File: config.mk
export PLATFORM = sky130hd
export DESIGN_NAME = cond_flag_unit
export DESIGN_NICKNAME = d
export VERILOG_FILES = /design/src/rtl/cpu_pkg.sv /design/src/rtl/cond_eval.sv /design/src/rtl/cond_flag_unit.sv
export SDC_FILE = /design/constraint.sdc
export NUM_CORES = 1
export LEC_CHECK = 0
export BUFFER_PORTS_ARGS = -buffer_cell sky130_fd_sc_hd__buf_4
export CAP_MARGIN = 25
export CORE_MARGIN = 3
export CORE_UTILIZATION = 50
export CTS_CLUSTER_DIAMETER = 50
export DETAILED_ROUTE_END_ITERATION = 12
export PLACE_DENSITY_LB_ADDON = 0.12
export SETUP_SLACK_MARGIN = 0.3
export SLEW_MARGIN = 20
export SYNTH_ARGS = -nofsm -noshare
export SYNTH_HDL_FRONTEND = slang
export SYNTH_SLANG_ARGS = --single-unit
File: constraint.sdc
create_clock -name clk -period 5.6 [get_ports clk]
set_input_delay 0.84 -clock clk [delete_from_list [all_inputs] [get_ports clk]]
set_output_delay 0.84 -clock clk [all_outputs]
set_load 0.02 [all_outputs]
File: src/rtl/cpu_pkg.sv
// Shared CPU definitions: ALU control codes, B.cond condition codes, NZCV bit positions.
package cpu_pkg;

   localparam logic [2:0] ALU_PASS_B   = 3'b000;
   localparam logic [2:0] ALU_ADD      = 3'b010;
   localparam logic [2:0] ALU_SUBTRACT = 3'b011;
   localparam logic [2:0] ALU_AND      = 3'b100;
   localparam logic [2:0] ALU_OR       = 3'b101;
   localparam logic [2:0] ALU_XOR      = 3'b110;

   localparam int FLAG_N = 3;
   localparam int FLAG_Z = 2;
   localparam int FLAG_C = 1;
   localparam int FLAG_V = 0;

   typedef enum logic [3:0] {
      COND_EQ = 4'b0000, COND_NE = 4'b0001, COND_CS = 4'b0010, COND_CC = 4'b0011,
      COND_MI = 4'b0100, COND_PL = 4'b0101, COND_VS = 4'b0110, COND_VC = 4'b0111,
      COND_HI = 4'b1000, COND_LS = 4'b1001, COND_GE = 4'b1010, COND_LT = 4'b1011,
      COND_GT = 4'b1100, COND_LE = 4'b1101, COND_AL = 4'b1110, COND_NV = 4'b1111
   } cond_e;

   // Only arithmetic and logical ops may set flags.
   function automatic logic is_flag_op(input logic [2:0] cntrl);
      return (cntrl == ALU_ADD) || (cntrl == ALU_SUBTRACT) ||
             (cntrl == ALU_AND) || (cntrl == ALU_OR) || (cntrl == ALU_XOR);
   endfunction

endpackage

File: src/rtl/cond_eval.sv
// Combinational ARMv8 condition evaluator on an NZCV vector.
module cond_eval
   import cpu_pkg::*;
(
   input  logic [3:0] flags,
   input  logic [3:0] cond,
   output logic       cond_true
);

   logic n, z, c, v;

   always_comb begin
      n = flags[FLAG_N];
      z = flags[FLAG_Z];
      c = flags[FLAG_C];
      v = flags[FLAG_V];
      cond_true = 1'b0;
      case (cond_e'(cond))
         COND_EQ: cond_true = z;
         COND_NE: cond_true = ~z;
         COND_CS: cond_true = c;
         COND_CC: cond_true = ~c;
         COND_MI: cond_true = n;
         COND_PL: cond_true = ~n;
         COND_VS: cond_true = v;
         COND_VC: cond_true = ~v;
         COND_HI: cond_true = c & ~z;
         COND_LS: cond_true = ~c | z;
         COND_GE: cond_true = (n == v);
         COND_LT: cond_true = (n != v);
         COND_GT: cond_true = ~z & (n == v);
         COND_LE: cond_true = z | (n != v);
         COND_AL: cond_true = 1'b1;
         COND_NV: cond_true = 1'b1;
         default: cond_true = 1'b0;
      endcase
   end

endmodule

File: src/rtl/cond_flag_unit.sv
// Architectural NZCV register with EX-to-ID flag forwarding (or stall) for B.cond resolution.
module cond_flag_unit
   import cpu_pkg::*;
#(
   parameter bit FWD_EN = 1'b1
) (
   input  logic       clk,
   input  logic       reset,
   input  logic       stall_in,
   input  logic       ex_valid,
   input  logic       ex_flush,
   input  logic       ex_set_flags,
   input  logic [2:0] ex_alu_cntrl,
   input  logic       alu_negative,
   input  logic       alu_zero,
   input  logic       alu_overflow,
   input  logic       alu_carry_out,
   input  logic       id_valid,
   input  logic       id_is_bcond,
   input  logic [3:0] id_cond,
   output logic [3:0] flags_q,
   output logic       bcond_taken,
   output logic       bcond_resolved,
   output logic       flag_stall_req,
   output logic       flag_err
);

   logic       legal;
   logic       ex_live;
   logic       wr;
   logic       fwd;
   logic       id_bcond;
   logic       cond_true;
   logic [3:0] new_flags;
   logic [3:0] eval_flags;

   assign legal    = is_flag_op(ex_alu_cntrl);
   assign ex_live  = ex_valid & ex_set_flags & ~ex_flush;
   assign wr       = ex_live & ~stall_in;
   assign fwd      = ex_live & legal;
   assign id_bcond = id_valid & id_is_bcond;

   // Logical ops clear C and V; the ALU's C/V are ignored for them.
   always_comb begin
      new_flags = flags_q;
      case (ex_alu_cntrl)
         ALU_ADD, ALU_SUBTRACT:
            new_flags = {alu_negative, alu_zero, alu_carry_out, alu_overflow};
         ALU_AND, ALU_OR, ALU_XOR:
            new_flags = {alu_negative, alu_zero, 2'b00};
         default: new_flags = flags_q;
      endcase
   end

   always_ff @(posedge clk or negedge reset) begin
      if (!reset) begin
         flags_q  <= 4'b0000;
         flag_err <= 1'b0;
      end else begin
         if (wr && legal) flags_q <= new_flags;
         flag_err <= wr & ~legal;
      end
   end

   assign eval_flags = (FWD_EN && fwd) ? new_flags : flags_q;

   cond_eval u_cond_eval (
      .flags     (eval_flags),
      .cond      (id_cond),
      .cond_true (cond_true)
   );

   // Without forwarding, an in-flight flag write holds ID for one cycle until flags_q catches up.
   always_comb begin
      if (FWD_EN) begin
         flag_stall_req = 1'b0;
         bcond_resolved = id_bcond;
      end else begin
         flag_stall_req = id_bcond & fwd;
         bcond_resolved = id_bcond & ~flag_stall_req;
      end
      bcond_taken = bcond_resolved & cond_true;
   end

endmodule
== Yosys cells after proc, flatten, opt, wreduce, memory -nomap -nowiden ==
Cells that the tools add are included.
Storage, ports and cells
  output and inout bits: 8
  bits in writable memories: 0
  flip-flop bits (word level): 5
  bits in latches: 0
  ROM bits: 0
  logic and storage cells: 54
  memories: 0
Operators by class
  div/mod/pow operators: 0
  equal/unequal tests: 22
  add/subtract/negate cells: 0
  mux-type cells: 3
  bitwise gates (word level): 18
  shift-type cells: 0
  order comparisons: 0
  reductions and logical operators: 9
  $mul: 0
Operators by type and width (number)
  equality test 4 bit, second input constant: 8
  equality test 4 x 3 -> 1 bit, second input constant: 4
  case mux 1 bit (15 select lines): 1
  bitwise AND 1 bit: 9
  equality test 3 bit, second input constant: 3
  equality test 4 x 2 -> 1 bit, second input constant: 2
  case mux 4 bit (2 select lines): 1
  inverter 1 bit: 7
  equality test 3 x 2 -> 1 bit, second input constant: 2
  equality test 4 x 1 -> 1 bit, second input constant: 1
  zero test 4 bit: 1
  logical OR 1 bit: 4
  two-way mux 4 bit: 1
  OR reduction 2 bit: 2
  OR reduction 3 bit: 1
  OR 1 bit: 2
  equality test 1 bit: 1
  logical AND 1 bit: 1
  != test 1 bit: 1

== Longest topological paths before layout ==
  word-level depth: 11
  gate-level depth with buffers: 7

== Cells and area by module ==
Synthesis repeated with hierarchy kept, for this count alone.
Second synthesis, totals
  cells, all modules: 88
  area, all modules: 668.1 um^2
Modules (own cells, without submodules)
  cond_flag_unit: area each 466.7 um^2, instances 1, sequential area each 125.1 um^2, cells each 59
  cond_eval: area each 201.4 um^2, instances 1, sequential area each 0.0 um^2, cells each 29

== Worst setup path after synthesis ==
OpenSTA, ideal clock, no wires.
  path kind: input -> output
  start: in ex_flush
  end: out bcond_taken
  setup slack: 2.078 ns
  stages: 6
  arrival time: 2.682 ns
  cell sequence: nand3b_1 > or3_4 > o21a_1 > or4_1 > nor4bb_1 > a21oi_1
Between the ends
  longest elaborated chain between the ends: 8
  elaborated cells on any way between the ends: 16
  those cells by class: 2 x eq/ne; 2 x mux; 12 x bitwise
RTL lines
  from (decl): RTL line cond_flag_unit.sv:11  | input logic ex_flush,
  inverter 1 bit (*): RTL line cond_flag_unit.sv:38  | assign ex_live = ex_valid & ex_set_flags & ~ex_flush;
  bitwise AND 1 bit (*): RTL line cond_flag_unit.sv:38
  bitwise AND 1 bit (*): RTL line cond_flag_unit.sv:40  | assign fwd = ex_live & legal;
  two-way mux 4 bit (*): RTL line cond_flag_unit.sv:65  | assign eval_flags = (FWD_EN && fwd) ? new_flags : flags_q;
  != test 1 bit, or another cell as far along: RTL line cond_eval.sv:30, cond_eval.sv:32
  OR 1 bit, or another cell as far along: RTL line cond_eval.sv:32  | COND_LE: cond_true = z | (n != v);
  case mux 1 bit (15 select lines) (*): RTL line cond_eval.sv:18  | case (cond_e'(cond))
  bitwise AND 1 bit (*): RTL line cond_flag_unit.sv:82  | bcond_taken = bcond_resolved & cond_true;
  to (decl): RTL line cond_flag_unit.sv:22  | output logic bcond_taken,
Every way passes the cells marked *; elsewhere a longest branch is shown, timed or not.

== Worst setup path in the final report ==
Same ends and word-level chain as after synthesis.

==> out/metrics.cfg <==
[power_and_ir_drop]
ir_drop_uv = 107
swShare = 0.381
p_total_mw = 0.161
clkPwrFrac = 0.289
cellPowerDensity_mw_per_mm2 = 176
leakagePower_nw = 0.392
intPower_mw = 0.0995
power_frac_seq = 0.277
p_comb_frac = 0.434
switching_power_mw = 0.0613

[clocking]
clk_pin_slew_ns = 0.05
cts_max_level = 1
hold_buffers = 0
cts-root-buf = clkbuf_4
cts_tree = done
cts_resized = 0
cts-buffers-inserted = 3
post_cts_buffers = 0
cts_buffer_depth = 2
clk_latency_ns = 0.26
cts_sinks = 5

[sta]
timing.fmax_mhz = 270
worstMarginPinSlew_ns = 0.575
fin_skew_ns = 0
finalCritPeriodShare = 0.661
tns_ns = 0
relSlewSlack = 0.615
hold_viol = 0
finalCriticalPeriod_ns = 3.70
setup_violations = 0
grt_setup_unrepaired = no
final_max_slew_viol_count = 0

[synth]
yosys.area.top_type = dfrtp_1
yosys-top-cells-area = dfrtp_1, nor2_1, a31oi_1
seq_area_frac_synth = 0.178
muxShareOfSynthArea = 0.0142
synth_xor_area_frac = 0.0249
syn_area_per_cell_sq_um = 7.10
yosys.area_share.simple = 0.340
ys_types = 43
yosys_warnings = 0
async_flop_share = 1.00
synthesis.area_sq_um = 703
synth_top_family_by_area = compound AO/OA/AOI/OAI gates
synth_top_area_frac = 0.178
synth_adder_area_share = 0
synth_compound_area_frac = 0.381
yosysMostFrequentCell = nor2_1
synth_ff_type = dfrtp_1
synthTopCellsByCount = nor2_1, nand2_1, a31oi_1
synth_edf_count = 0
synthCells = 99
yosys_register_bits = 5
synthesis.nets = 118

[worst_setup_path]
cp_max_fo = 8
r2r_slack_ns = 4.62
cp.arrival_ns = 2.86
r2r_cells = 3
path_class = primary input to output port
crit_start = ex_flush
rr_startpoint = flags_q[3]
r2r-end = flags_q[3]
cp.required_ns = 4.76
worstSetupEndpointType = output port
cp-start-kind = primary input

[finish]
layout.area.seq_sq_um = 125
final_nets = 144
final_cells = 138
drive_gt1_frac = 0.266
diodes = 0
area_delta_synth_final_pct = 29.9
multi_input_area_sq_um = 538
fillers = 102
fin_util = 0.751

[routing]
via_per_inst = 6.44
drtAntennaViolNets = 0
drt_iter0_markers = 28
first_pass_iters = 4
routedWlPerCell_um = 14.8
vias = 889
drcViolationCount = 0
totalWireLength_mm = 2.04

[job]
maxCapViolCount = 0

[die]
pin_count = 27
fp.coreArea_sq_mm = 0.00122
initial_core_util = 0.578
rows = 12
dieArea_sq_mm = 0.00189
die_h_um = 43.5
die_width_um = 43.5

[global_routing]
overflow = 0
global_route.usage.total = 0.243
grt_max_degree = 18
grt_pass1_wl_mm = 3.49
antenna_found_initial = 0
grt_pass1_vias = 785

[placed_design]
placed_cells = 134
hpwl_mm = 1.58
io_buffers = 25
gp_congestion = 0.916

[hold_path]
hp-class = primary input to async pin

[outcome]
status = complete, no violations

==> worst max path at each step <==
stage,to,slack [ns],depth (start not counted)
6_report,bcond_taken,1.90,8
3_5_place_dp,bcond_taken,1.93,8
4_1_cts,bcond_taken,1.92,8
5_1_grt,bcond_taken,1.78,8
3_3_place_gp,bcond_taken,1.99,8
2_1_floorplan,bcond_taken,2.08,6
==> cells by family (layout without fill, tap and decap cells) <==
logic type | Yosys count | count (layout)
and+or+nand+nor | 43 | 43
AOI/OAI and AO/OA | 38 | 38
buffers and inverters | 9 | 34
DFF | 5 | 5
xor gates and xnor gates | 2 | 2
other | 1 | 1
muxes | 1 | 1
==> worst max-delay path, stage by stage <==
cell	delay, ns
buf_4	0.11
nand3b_1	0.30
or3_4	0.48
o21a_1	0.20
or4_1	0.45
nor4bb_1	0.15
a21oi_1	0.16
buf_4	0.16
==> layout make-up <==
cell class	count	share of cell area
Clock buffer	4	0.0288
Inverter	5	0.0205
Multi-Input combinational cell	85	0.589
Sequential cell	5	0.137
Tap cell	14	0.0192
Timing Repair Buffer	25	0.205
==> registers in the layout, summed over array words and instances, names as in the netlist <==
name / cells
flag_err: 1
flags_q: 4
==> cells in the final DEF (no fill, tap or decap), types with 3 or more instances in the layout <==
master	instances
a21oi_1	4
inv_1	4
nand2_1	7
o21ai_0	3
clkbuf_4	3
nor2b_1	3
o31ai_1	3
nand2b_1	3
a31oi_1	6
nor2_1	12
o22ai_1	3
o211ai_1	5
buf_4	25
dfrtp_1	5
==> per-stage QoR <==
stage	hold slack [ns]	instance area, sq um	setup slack [ns]
after floorplan	0.544	703	2.08
after global placement	0.532	887	1.99
after detailed placement	0.541	887	1.93
after CTS	0.372	913	1.92
after global routing	0.375	913	1.78
final	0.375	913	1.90
==> layer usage <==
layer	wire, um	part of all wire	vias to the layer above	global-route usage
met4	12	0.0059	0	0.0663
met3	159	0.078	2	0.0622
li1	-	-	428	-
met5	0	0	-	0
met1	897	0.44	425	0.331
met2	971	0.48	34	0.381
==> power groups by stage <==
stage,Combinational [mW],Sequential [mW],Clock (mW)
floorplan,0.0384,0.0481,0
global placement,0.0674,0.0449,0
detailed placement,0.0690,0.0450,0
CTS,0.0692,0.0445,0.0474
global route,0.0768,0.0455,0.0487
finish,0.0697,0.0446,0.0465
Power figures use the tool's default switching activity.
